===== src/rtl/hazard_pkg.sv =====
// Shared types and limits for the pipeline hazard controller.
package hazard_pkg;

  typedef enum logic {
    RUN   = 1'b0,
    FLUSH = 1'b1
  } hazard_state_t;

  localparam int PERF_CNT_W    = 32;
  localparam int HAZ_FLUSH_MAX = 7;

endpackage


===== src/rtl/hazard_unit_sat_counter.sv =====
// Saturating up-counter with synchronous clear; clear wins over increment.
module sat_counter #(
  parameter int WIDTH = 32
) (
  input  logic             clk,
  input  logic             rst,
  input  logic             inc,
  input  logic             clr,
  output logic [WIDTH-1:0] count
);

  always_ff @(posedge clk) begin
    if (rst || clr) begin
      count <= '0;
    end else if (inc && (count != {WIDTH{1'b1}})) begin
      count <= count + 1'b1;
    end
  end

endmodule


===== src/rtl/hazard_unit.sv =====
// Fetch/decode hazard controller: load-use bubbles, redirect flush, memory freeze.
// Optional performance counters are built when HAZARD_PERF_CNT_EN is defined.
//
// state | meaning
// RUN   | normal issue; load-use and redirect detection active
// FLUSH | squashing fetch/decode after a taken redirect, fcnt cycles left
module hazard_unit
  import hazard_pkg::*;
#(
  parameter int FLUSH_CYCLES = 2,
  parameter int REG_ADDR_W   = 5
) (
  input  logic                  clk,
  input  logic                  rst,
  input  logic [REG_ADDR_W-1:0] rs1_addr_id,
  input  logic [REG_ADDR_W-1:0] rs2_addr_id,
  input  logic                  use_rs1_id,
  input  logic                  use_rs2_id,
  input  logic [REG_ADDR_W-1:0] rd_addr_ex,
  input  logic                  rfile_we_ex,
  input  logic                  memory_re_ex,
  input  logic                  pc_we_ex,
  input  logic                  dmem_busy,
  output logic                  stall_if,
  output logic                  flush_if,
  output logic                  stall_id,
  output logic                  invalid_id
`ifdef HAZARD_PERF_CNT_EN
  ,
  input  logic                  perf_clr,
  output logic [PERF_CNT_W-1:0] stall_cnt,
  output logic [PERF_CNT_W-1:0] bubble_cnt,
  output logic [PERF_CNT_W-1:0] flush_cnt
`endif
);

  localparam int                FCNT_W    = $clog2(FLUSH_CYCLES + 1);
  localparam logic [FCNT_W-1:0] FCNT_LOAD = FCNT_W'(FLUSH_CYCLES - 1);
  localparam logic [FCNT_W-1:0] FCNT_ONE  = FCNT_W'(1);

  if (FLUSH_CYCLES < 1 || FLUSH_CYCLES > HAZ_FLUSH_MAX) begin : g_bad_flush_cycles
    $error("hazard_unit: FLUSH_CYCLES out of range 1..7");
  end

  hazard_state_t     state, state_nxt;
  logic [FCNT_W-1:0] fcnt, fcnt_nxt;
  logic              lu;

  assign lu = memory_re_ex && rfile_we_ex && (rd_addr_ex != '0) &&
              (((rd_addr_ex == rs1_addr_id) && use_rs1_id) ||
               ((rd_addr_ex == rs2_addr_id) && use_rs2_id));

  always_ff @(posedge clk) begin
    if (rst) begin
      state <= RUN;
      fcnt  <= '0;
    end else begin
      state <= state_nxt;
      fcnt  <= fcnt_nxt;
    end
  end

  always_comb begin
    state_nxt  = state;
    fcnt_nxt   = fcnt;
    stall_if   = 1'b0;
    flush_if   = 1'b0;
    stall_id   = 1'b0;
    invalid_id = 1'b0;
    if (rst) begin
      flush_if   = 1'b1;
      invalid_id = 1'b1;
    end else if (dmem_busy) begin
      stall_if = 1'b1;
      stall_id = 1'b1;
    end else if (state == FLUSH) begin
      // Bubbles in flight carry pc_we=0, so a redirect seen here is stale.
      flush_if   = 1'b1;
      invalid_id = 1'b1;
      if (fcnt <= FCNT_ONE) begin
        fcnt_nxt  = '0;
        state_nxt = RUN;
      end else begin
        fcnt_nxt = fcnt - 1'b1;
      end
    end else if (pc_we_ex) begin
      flush_if   = 1'b1;
      invalid_id = 1'b1;
      fcnt_nxt   = FCNT_LOAD;
      state_nxt  = (FLUSH_CYCLES > 1) ? FLUSH : RUN;
    end else if (lu) begin
      stall_if   = 1'b1;
      invalid_id = 1'b1;
    end
  end

`ifdef HAZARD_PERF_CNT_EN
  logic redirect_acc;
  logic bubble;

  // Only the accepted-redirect branch raises flush_if in RUN outside reset,
  // and only the load-use branch raises stall_if together with invalid_id.
  assign redirect_acc = !rst && flush_if && (state == RUN);
  assign bubble       = stall_if && invalid_id;

  sat_counter #(.WIDTH(PERF_CNT_W)) u_stall_cnt (
    .clk   (clk),
    .rst   (rst),
    .inc   (stall_id),
    .clr   (perf_clr),
    .count (stall_cnt)
  );

  sat_counter #(.WIDTH(PERF_CNT_W)) u_bubble_cnt (
    .clk   (clk),
    .rst   (rst),
    .inc   (bubble),
    .clr   (perf_clr),
    .count (bubble_cnt)
  );

  sat_counter #(.WIDTH(PERF_CNT_W)) u_flush_cnt (
    .clk   (clk),
    .rst   (rst),
    .inc   (redirect_acc),
    .clr   (perf_clr),
    .count (flush_cnt)
  );
`endif

endmodule


===== config.mk =====
export PLATFORM = sky130hd
export DESIGN_NAME = hazard_unit
export DESIGN_NICKNAME = d
export VERILOG_FILES = /design/src/rtl/hazard_pkg.sv /design/src/rtl/hazard_unit_sat_counter.sv /design/src/rtl/hazard_unit.sv
export SDC_FILE = /design/constraint.sdc
export NUM_CORES = 1
export LEC_CHECK = 0
export ABC_AREA = 1
export CORE_AREA = 10 10 47 49
export DETAILED_ROUTE_END_ITERATION = 10
export DIE_AREA = 0 0 57 59
export GPL_TIMING_DRIVEN = 1
export PLACE_DENSITY = 0.68
export SETUP_SLACK_MARGIN = 0.2
export SKIP_CTS_REPAIR_TIMING = 1
export SYNTH_ARGS = -nofsm -noshare
export SYNTH_HDL_FRONTEND = slang
export SYNTH_SLANG_ARGS = --single-unit

===== constraint.sdc =====
create_clock -name clk -period 1.1 [get_ports clk]
set_input_delay 0.275 -clock clk [delete_from_list [all_inputs] [get_ports clk]]
set_output_delay 0.275 -clock clk [all_outputs]
set_load 0.005 [all_outputs]

Word level (Yosys, flattened, before mapping):

Cells that the tools add are included.

* bits of input ports: 23
* memories: 0
* output and inout bits: 4
* RAM bits: 0
* register bits: 3
* latch bits: 0
* ROM bits: 0

* mux-type cells: 20
* reduce and logical (&&, ||, !) cells: 9
* divide/modulo/power cells: 0
* bitwise logic cells: 1
* order comparisons: 1
* multipliers: 0
* equal/unequal tests: 2
* shift operators: 0
* $add $sub $neg: 1

Operators with widths (count)
* 1-bit 2-to-1 mux: 17
* 5-bit == test: 2
* 2-bit 2-to-1 mux: 3
* 1-bit logical AND: 5
* 5-bit nonzero test: 1
* 2-bit by 1-bit <= comparator with 1-bit output, second input constant: 1
* 2-bit AND reduction: 1
* 2-bit nonzero test: 1
* 2-bit by 1-bit subtractor with 2-bit output, second input constant: 1
* 1-bit logical OR: 1
* 1-bit inverter: 1

Depth between registers and ports, before layout:

* depth in word-level cells: 9
* mapped depth: 8
* depth with buffers taken out: 8

Least setup slack after synthesis:

No wires, ideal clock.

* path type: input to output
* start point: in rd_addr_ex[3]
* end point: out stall_if
* slack: 0.008 ns
* arrival: 0.817 ns
* stages: 8
* path through: inv_1 nand2_1 nand2_1 nor2_1 nand3_1 nand2_1 nand2_2 a21oi_2

* cells in the longest elaborated chain, start to end: 9

Ends and longest elaborated chain
* start, declared: RTL line hazard_unit.sv:19 `input logic [REG_ADDR_W-1:0] rd_addr_ex,`
* 5-bit == test (on tied branches): RTL line hazard_unit.sv:50, hazard_unit.sv:51
* 1-bit logical AND (on tied branches): RTL line hazard_unit.sv:50, hazard_unit.sv:51
* 1-bit logical OR: RTL line hazard_unit.sv:50 `(((rd_addr_ex == rs1_addr_id) && use_rs1_id) ||`
* 1-bit logical AND (*): RTL line hazard_unit.sv:49 `assign lu = memory_re_ex && rfile_we_ex && (rd_addr_ex != '0) &&`
* 1-bit 2-to-1 mux (*): RTL line hazard_unit.sv:91 `end else if (lu) begin`
* 1-bit 2-to-1 mux (*): RTL line hazard_unit.sv:86 `end else if (pc_we_ex) begin`
* 1-bit 2-to-1 mux (*): RTL line hazard_unit.sv:76 `end else if (state == FLUSH) begin`
* 1-bit 2-to-1 mux (*): RTL line hazard_unit.sv:73 `end else if (dmem_busy) begin`
* 1-bit 2-to-1 mux (*): RTL line hazard_unit.sv:70 `if (rst) begin`
* end, declared: RTL line hazard_unit.sv:24 `output logic stall_if,`

Mark *: on every way between the ends. The rest lies on a longest branch, timed or not.

Final worst setup path:

* start point: in rfile_we_ex
* end point: out invalid_id

* cells in the longest elaborated chain, start to end: 8

Ends and longest elaborated chain
* start, declared: RTL line hazard_unit.sv:20 `input logic rfile_we_ex,`
* 1-bit logical AND (3 in series): RTL line hazard_unit.sv:49
* 1-bit 2-to-1 mux: RTL line hazard_unit.sv:91
* 1-bit 2-to-1 mux: RTL line hazard_unit.sv:86
* 1-bit 2-to-1 mux: RTL line hazard_unit.sv:76
* 1-bit 2-to-1 mux: RTL line hazard_unit.sv:73
* 1-bit 2-to-1 mux: RTL line hazard_unit.sv:70
* end, declared: RTL line hazard_unit.sv:27 `output logic invalid_id`

Every way passes these cells.

==> summary.md <==
| Metric | Value |
|---|---|
| Slew margin rel. | between 80% and 90% |
| I/O Pins | 27 |
| Global route overflow | 0 |
| Starting Density | 27.23% |
| Unique masters post-synth | 14 |
| Worst path cell trace | clkdlybuf4s50_1 -> nand3_1 -> inv_1 -> nand2_2 -> o21ai_2 -> buf_2 |
| DRT antenna net count | 0 |
| Crit Path Class | in2out |
| Worst Clk Skew | 0.006652 ns |
| Share of layout cells above drive strength 1 | 39.83% |
| Syn avg cell area | 4.711 um^2 |
| Req. time, crit path | 0.82 ns |
| VDD IR max | 0.0004710 V |
| Most frequent cells in the layout | nand2_1 (25), inv_1 (13), dlymetal6s2s_1 (13) |
| Clock sinks | 3 |
| Final max-slew violation count | 0 |
| WHS | 0.3717 ns |
| Worst setup SP type | primary input |
| Fin crit share | 132.6% |
| Ant. Diodes | 0 |
| CP arrival | 1.18 ns |
| Unrepaired setup endpoints after global routing | yes |
| HP Class | in2reg |
| H-tree Lvls | 1 |
| Routability Congestion | 0.8095 |
| Setup crit end kind | primary output |
| First-pass GRT wire length | 2.145 mm |
| Die Ht | between 50 and 60 um |
| Largest net degree at the start of global routing | 6 |
| Register area share after synthesis | 15.74% |
| Cell Pwr Density | 667.9 nW/um^2 |
| Final Hold Vio Count | 0 |
| Post-Route Setup TNS | -0.9967 ns |
| CTS Root Cell | clkbuf_4 |
| Initial DRC Count | 8 |
| Layout area overhead | 118.4% |
| Core Rows | 14 |
| Cts bufs inserted | 3 |
| Syn_nets | between 100 and 150 |
| Number of global-route vias before repair | 547 |
| I/O Buffers | 26 |
| Wire length after detailed routing | 1.384 mm |
| Most common cell after layout, fill and taps aside | nand2_1 |
| Cells after Synth | 81 |
| Final HPWL from detailed placement | 1.232 mm |
| Crit path largest cell delay | 0.45 ns |
| Max Cap Violations | 0 |
| Latest clock arrival within the worst-skew pair | 0.23 ns |
| Yosys warnings | 0 |
| Initial antenna violation count | 0 |
| Final-stage net count | 142 |
| Avg WL per Cell | 10.33 um |
| Core area | approximately 1400 um^2 |
| Static leakage | roughly 0.56 nW |
| Max Buffers Root-to-Sink | 2 |
| Final setup viols | 3 |
| CTS tree | done |
| Final core occ | between 50% and 60% |
| Min Tclk post-route | 1.458 ns |
| Fmax | roughly 690 MHz |
| Synth Register Bits | 3 |
| First-pass detailed-route iteration total | 4 |
| Die Wd | 57 um |
| Via-to-Cell Ratio | roughly 4.4 |
| DR vias | 587 |
| Failing checks | setup timing |
| GRT Total Usage | 7.722% |
| Residual DRC count | 0 |
| Die area | around 3400 um^2 |
| Tot Pwr | 0.0005566 W |
| Syn Std Cell Area | approximately 380 um^2 |
| Setup WS post-layout | -0.3583 ns |
| CP max stage cell | clkdlybuf4s50_1 |
| Reg clk slew, reported paths | 0.03 ns |
| Crit-path max FO | 2 |
| Worst-Margin Slew | 0.2004 ns |
| Outcome | finished with violations |
[cell usage after synthesis (all sizes together)]
master,number,share of area (%)
nand2,33,33
inv,22,22
nor2,11,11
nand3,4,5.2
o21ai,4,6.2
a21oi,3,4.9
dfxtp,3,16
nand4,1,1.6
[registers in the layout (all words and copies together), names as in the netlist]
register,cells
fcnt,2
state,1
[logic make-up after synthesis]
family	count (synthesis)	share of synthesized area (%)
AND/OR/NAND/NOR	49	51.48
flip-flops	3	15.74
buffers and inverters	22	21.64
AO/OA/AOI/OAI	7	11.15
[cell type report]
type / instances / area [um^2]
clock buffer: 4 / 26.28
fill: 148 / 568.0
inverter: 22 / 115.1
multi-input combinational: 56 / 289.0
sequential: 3 / 61.31
tap: 16 / 20.02
timing repair buffer: 33 / 321.6
[stage by stage]
step	worst slack, ns	instance area (um^2)	std cells
floorplan	0.02161	431.7	81
detailed placement	-1.239	764.5	130
finish	-0.3583	833.3	134
global route	-0.4457	833.3	134
global placement	-1.201	764.5	130
CTS	-1.239	790.8	134
[worst max-delay path: cells and delay by family]
kind                   cells  cell delay, ns
AND/OR/NAND/NOR            2            0.15
AO/OA/AOI/OAI              1            0.10
buffers and inverters      3            0.65
[power by group]
part | internal [W] | switching, W | total [W]
sequential | 0.000116 | 0.00000318 | 0.000119
clock | 0.000136 | 0.0000567 | 0.000193
combinational | 0.000131 | 0.000115 | 0.000245
[layer usage]
layer | wire (um) | vias to the layer above | GRT usage, %
li1 | - | 308 | -
met1 | 564 | 254 | 7.683
met2 | 701 | 23 | 14.26
met3 | 112 | 2 | 4.077
met4 | 6 | 0 | 1.007
met5 | 0 | - | 0
[path summary, 6_finish.rpt]
| kind | startpoint | endpoint | slack [ns] | cells past startpoint |
|---|---|---|---|---|
| setup / recovery | rfile_we_ex | invalid_id | -0.36 | 6 |
| hold / removal | rst | state | 0.37 | 3 |
| setup reg to reg | state | state | 0.22 | 5 |
| hold reg to reg | fcnt[0] | fcnt[0] | 0.45 | 2 |
No activity file was read; power rests on OpenSTA's default activity.
